[src/rtl/ifu_fetch.sv]
// ifu_fetch: instruction fetch stage upstream of the decode unit.
//
// Holds the program counter and fetches one 32-bit word per instruction
// over a level req / pulsed ack memory handshake. The fetched word stays
// on instruction while Fetch_ready is high. The control unit retires the
// word by asserting cu_advance while decode reports IDU_ready. The next PC
// is either pc + pc_increment or an absolute redirect target.
//
// Ports:
//   soc_clk         in   1   system clock, rising edge
//   reset           in   1   synchronous, active-low reset
//   mem_req         out  1   fetch request, held until acked
//   mem_addr        out  32  fetch address (always equals pc)
//   mem_ack         in   1   memory response valid, one-cycle pulse
//   mem_rdata       in   32  instruction word, valid with mem_ack
//   instruction     out  32  registered instruction to decode
//   Fetch_ready     out  1   instruction valid, level
//   IDU_ready       in   1   decode outputs valid
//   pc_increment    in   32  two's complement PC offset from decode
//   cu_advance      in   1   control unit retired the current instruction
//   cu_redirect     in   1   taken branch/jump, qualifies cu_redirect_pc
//   cu_redirect_pc  in   32  absolute redirect target
//   pc              out  32  address of the current instruction
//   misaligned_fetch out 1   sticky: next PC not 4-byte aligned
//   fetch_timeout   out  1   sticky: memory did not respond in time

module ifu_fetch #(
  parameter logic [31:0] RESET_PC       = 32'h0000_0000,
  parameter int          TIMEOUT_CYCLES = 16
) (
  input  logic        soc_clk,
  input  logic        reset,
  output logic        mem_req,
  output logic [31:0] mem_addr,
  input  logic        mem_ack,
  input  logic [31:0] mem_rdata,
  output logic [31:0] instruction,
  output logic        Fetch_ready,
  input  logic        IDU_ready,
  input  logic [31:0] pc_increment,
  input  logic        cu_advance,
  input  logic        cu_redirect,
  input  logic [31:0] cu_redirect_pc,
  output logic [31:0] pc,
  output logic        misaligned_fetch,
  output logic        fetch_timeout
);

  // Counter must be able to hold TIMEOUT_CYCLES itself.
  localparam int CW = $clog2(TIMEOUT_CYCLES + 1);

  typedef enum logic [1:0] {
    IDLE  = 2'd0,
    FETCH = 2'd1,
    VALID = 2'd2,
    HALT  = 2'd3
  } state_t;

  state_t        state, state_next;
  logic [31:0]   pc_next;
  logic [31:0]   instr_next;
  logic [31:0]   target;
  logic [CW-1:0] tmo_cnt, tmo_cnt_next;
  logic          mis_next;
  logic          to_next;

  // Handshake outputs are pure decodes of the state, so mem_req drops and
  // Fetch_ready rises in the same cycle after an ack.
  assign mem_req     = (state == FETCH);
  assign Fetch_ready = (state == VALID);
  assign mem_addr    = pc;

  // Next-state and next-datapath logic. Everything holds by default; only
  // the active state's transition changes a value.
  always_comb begin
    state_next   = state;
    pc_next      = pc;
    instr_next   = instruction;
    tmo_cnt_next = tmo_cnt;
    mis_next     = misaligned_fetch;
    to_next      = fetch_timeout;
    // Plain 32-bit add; wraps modulo 2^32 by construction.
    target       = cu_redirect ? cu_redirect_pc : (pc + pc_increment);

    case (state)
      IDLE: begin
        if (RESET_PC[1:0] != 2'b00) begin
          mis_next   = 1'b1;
          state_next = HALT;
        end else begin
          state_next = FETCH;
        end
      end

      FETCH: begin
        // An ack in the final allowed cycle still counts as a response.
        if (mem_ack) begin
          instr_next   = mem_rdata;
          tmo_cnt_next = '0;
          state_next   = VALID;
        end else if (tmo_cnt == CW'(TIMEOUT_CYCLES - 1)) begin
          tmo_cnt_next = tmo_cnt + CW'(1);
          to_next      = 1'b1;
          state_next   = HALT;
        end else begin
          tmo_cnt_next = tmo_cnt + CW'(1);
        end
      end

      VALID: begin
        // Advance without decode being ready is ignored. Passing through
        // FETCH guarantees decode sees Fetch_ready low for a cycle.
        if (cu_advance && IDU_ready) begin
          pc_next = target;
          if (target[1:0] != 2'b00) begin
            mis_next   = 1'b1;
            state_next = HALT;
          end else begin
            state_next = FETCH;
          end
        end
      end

      HALT: begin
        state_next = HALT;
      end

      default: begin
        state_next = HALT;
      end
    endcase
  end

  // State and datapath registers; reset overrides everything, including
  // an ack arriving in the same cycle.
  always_ff @(posedge soc_clk) begin
    if (!reset) begin
      state            <= IDLE;
      pc               <= RESET_PC;
      instruction      <= 32'h0;
      tmo_cnt          <= '0;
      misaligned_fetch <= 1'b0;
      fetch_timeout    <= 1'b0;
    end else begin
      state            <= state_next;
      pc               <= pc_next;
      instruction      <= instr_next;
      tmo_cnt          <= tmo_cnt_next;
      misaligned_fetch <= mis_next;
      fetch_timeout    <= to_next;
    end
  end

endmodule

[config.mk]
export PLATFORM = sky130hd
export DESIGN_NAME = ifu_fetch
export DESIGN_NICKNAME = d
export VERILOG_FILES = /design/src/rtl/ifu_fetch.sv
export SDC_FILE = /design/constraint.sdc
export NUM_CORES = 1
export LEC_CHECK = 0
export BUFFER_PORTS_ARGS = -buffer_cell sky130_fd_sc_hd__buf_2
export CORE_MARGIN = 4
export CORE_UTILIZATION = 30
export CTS_BUF_LIST = sky130_fd_sc_hd__clkbuf_2
export DETAILED_ROUTE_END_ITERATION = 10
export HOLD_SLACK_MARGIN = 0.02
export PLACE_DENSITY = 0.5
export SYNTH_ARGS = -nofsm -noshare
export SYNTH_HDL_FRONTEND = slang
export SYNTH_SLANG_ARGS = --single-unit
export TNS_END_PERCENT = 30
[constraint.sdc]
create_clock -name soc_clk -period 3.95 [get_ports soc_clk]
set_clock_uncertainty 0.15 [all_clocks]
set_input_delay 0.1975 -clock soc_clk [delete_from_list [all_inputs] [get_ports soc_clk]]
set_output_delay 0.1975 -clock soc_clk [all_outputs]
set_load 0.05 [all_outputs]
==> impl_metrics.env <==
export IMPL_status="completed"
export IMPL_drv_cap=0
export IMPL_synth_top_flop_cell="dfxtp_1"
export IMPL_htreeDepth=3
export IMPL_synthAdderAreaFrac=0.0886
export IMPL_root_buffer="clkbuf_2"
export IMPL_ir_worst_vdd_uv=134
export IMPL_syn_to_final_growth_pct=40.8
export IMPL_antenna_found_initial=0
export IMPL_clk_latency_ns=0.55
export IMPL_critPathLaunchType="register"
export IMPL_crit_buf_inv=1
export IMPL_power_leakage_nw=3.27
export IMPL_clock_fmax_mhz=259
export IMPL_cts_clk_slew_worst_paths_ns=0.27
export IMPL_setup_viol=0
export IMPL_holdWs_ns=0.0878
export IMPL_ctsLongestPathBuffers=2
export IMPL_drc=0
export IMPL_synth_cell_types=51
export IMPL_synth_xor_area_frac=0.0484
export IMPL_core_area_um2=15900
export IMPL_yosys_area_share_simple=0.199
export IMPL_row_count=46
export IMPL_worst_slew_margin_rel=0.188
export IMPL_synth_top_family_by_area="compound AO/OA/AOI/OAI gates"
export IMPL_met3_length_um=1090
export IMPL_required_ns=4.35
export IMPL_yosysWarningCount=0
export IMPL_top_layer="met4"
export IMPL_ys_ff_latch=73
export IMPL_ys_async_sr_fraction=0
export IMPL_cp_common_cell="a21oi_2"
export IMPL_path_class="register to register"
export IMPL_max_stage_delay_ns=0.56
export IMPL_dp_hpwl_um=11600
export IMPL_wl_per_cell_um=14.6
export IMPL_via_per_inst=4.85
export IMPL_syn_area_um2=4890
export IMPL_slew_viol_final=0
export IMPL_synth_edf_count=0
export IMPL_power_per_cell_area_nw_per_um2=273
export IMPL_drtAntennaViolNets=0
export IMPL_tightest_slew_ns=1.22
export IMPL_die_area_um2=18400
export IMPL_overflow=0
export IMPL_die_h_um=136
export IMPL_crit_family="compound AO/OA/AOI/OAI gates"
export IMPL_die_w_um=136
export IMPL_port_buffers=201
export IMPL_arrival_ns=4.26
export IMPL_fin_crit_ns=3.86
export IMPL_fin_crit_sh=0.978
export IMPL_fin_nets=1021
export IMPL_ys_seq_area_frac=0.299
export IMPL_cts_tree="done"
export IMPL_grt_pass1_vias=5277
export IMPL_fillers=1675
export IMPL_hold_viol=0
export IMPL_final_cell_mix="201 x buf_2, 110 x nand2_1, 89 x dlygate4sd3_1, 81 x a21oi_1, 72 x dfxtp_1"
export IMPL_rsz0062_at_grt="yes"
export IMPL_p_total_mw=1.88
export IMPL_drive_gt1_frac=0.263
export IMPL_critPathSlowestCell="dlygate4sd3_1"
export IMPL_num_vias=5365
export IMPL_cts_buffers_inserted=9
export IMPL_io_pins=202
export IMPL_crit_chain="ha_1 -> fa_1 -> a21oi_2 -> o211a_1 -> nor2_1 -> a21oi_2 -> o21ai_2 -> a311oi_4 -> o21ai_1 -> or4b_1 -> a41oi_2 -> dlygate4sd3_1"
export IMPL_grt_max_degree=65
export IMPL_initial_core_util=0.306
export IMPL_netlist_instances=651
export IMPL_route_met2_wl_um=7860
export IMPL_hold_path_class="input port to register"
export IMPL_endpoint_kind="register"
export IMPL_firstDrtPassIters=5
export IMPL_routed_wl_um=16200
export IMPL_critPathMaxFanout=4
export IMPL_grtUsageTotal=0.171
export IMPL_synth_compound_area_frac=0.263
export IMPL_synth_nets=787
export IMPL_synth_mux_area_frac=0.0102
export IMPL_final_common_cell="buf_2"
export IMPL_wl_met1_um=7030
export IMPL_drtIter0Drc=342
export IMPL_grt_pass1_wl_um=25400
export IMPL_cts_sinks=73
export IMPL_place_gp_congestion=0.855
export IMPL_syn_avg_cell_area_um2=7.51
[stage by stage]
stage          instance area (µm²)  instances  setup WS (ns)  TNS [ns]   util
3_3_place_gp                  5780        998          0.725         0  0.363
2_1_floorplan                 4890        651          0.624         0      -
5_1_grt                       6880       1106        -0.0481    -0.120  0.431
6_report                      6880       1107         0.0881         0  0.432
4_1_cts                       6850       1103         0.0546         0  0.429
3_5_place_dp                  5780        998          0.628         0  0.363
[worst paths after layout]
path,startpoint,endpoint,slack [ns],cells after the start
hold / removal,pc_increment[4],mem_addr[4],0.09,6
setup / recovery,mem_addr[0],mem_addr[30],0.09,12
setup reg to reg,mem_addr[0],mem_addr[30],0.09,12
hold reg to reg,instruction[21],instruction[21],0.32,2
[area by class of cell]
class | instances | area (µm²) | share of cell area
Antenna cell | 1 | 2.50 | 0.000364
Tap cell | 216 | 270 | 0.0393
Clock buffer | 9 | 45.0 | 0.00655
Clock inverter | 7 | 126 | 0.0184
Inverter | 13 | 48.8 | 0.00709
Timing Repair Buffer | 295 | 1930 | 0.281
Sequential cell | 73 | 1460 | 0.213
Multi-Input combinational cell | 493 | 2990 | 0.435
[sequential cells by signal, indices dropped and copies added (netlist names)]
| signal | flops |
|---|---|
| instruction | 32 |
| mem_addr | 32 |
| tmo_cnt | 5 |
| state | 2 |
| fetch_timeout | 1 |
| misaligned_fetch | 1 |
[per-layer routing]
| metal | GRT usage | vias up |
|---|---|---|
| met5 | 0 | - |
| met2 | 0.300 | 174 |
| met1 | 0.212 | 2444 |
| li1 | - | 2731 |
| met3 | 0.0297 | 16 |
| met4 | 0.0543 | 0 |
[cell usage after synthesis (3+ instances only)]
cell / number / area [µm²]
a31oi_1: 5 / 31.3
nand3b_1: 4 / 30.0
xnor2_1: 13 / 114
o21ai_0: 45 / 225
nand2_1: 110 / 413
inv_1: 12 / 45.0
o211a_1: 3 / 30.0
dfxtp_1: 73 / 1460
o21bai_1: 3 / 22.5
o21ai_1: 4 / 20.0
and3_1: 13 / 81.3
a211oi_1: 14 / 105
xor2_1: 14 / 123
o211ai_1: 17 / 128
a21o_1: 11 / 82.6
mux2i_1: 5 / 50.1
nor2_1: 48 / 180
a21oi_1: 82 / 410
nor2b_1: 7 / 43.8
clkbuf_1: 38 / 143
ha_1: 33 / 413
nand3_1: 8 / 40.0
nand4_1: 8 / 50.1
o21a_1: 4 / 30.0
nor3_1: 11 / 55.1
nand2b_1: 4 / 25.0
buf_4: 32 / 240
[kinds of logic (layout without fill, tap and decap cells)]
kind of cell    after synthesis  count (layout)
compound gates              207             207
xor+xnor                     27              27
fa+ha+maj                    34              34
buf+inv                      85             324
flops                        73              73
mux                           5               5
other cells                   0               1
simple gates                220             220
[report_power, final]
| part | total (mW) | switching [mW] | leakage, nW | internal, mW |
|---|---|---|---|---|
| clock | 0.604 | 0.324 | 0.0946 | 0.280 |
| combinational | 0.491 | 0.304 | 2.58 | 0.188 |
| sequential | 0.782 | 0.0171 | 0.593 | 0.765 |
[what timing repair did]
item / 4_1_cts / 5_1_grt
buffers inserted: 0 / 3
hold endpoints to repair: 73 / 0
hold buffers: 89 / 0
endpoints found under the setup margin: 0 / 3
gates resized for setup: 0 / 3
[worst register-to-register path, cell delays in order (launching register included)]
cell	delay [ns]
dfxtp_2	0.39
ha_1	0.24
fa_1	0.43
a21oi_2	0.20
o211a_1	0.22
nor2_1	0.10
a21oi_2	0.18
o21ai_2	0.13
a311oi_4	0.39
o21ai_1	0.16
or4b_1	0.51
a41oi_2	0.20
dlygate4sd3_1	0.56
(Power assumes the default switching activity.)
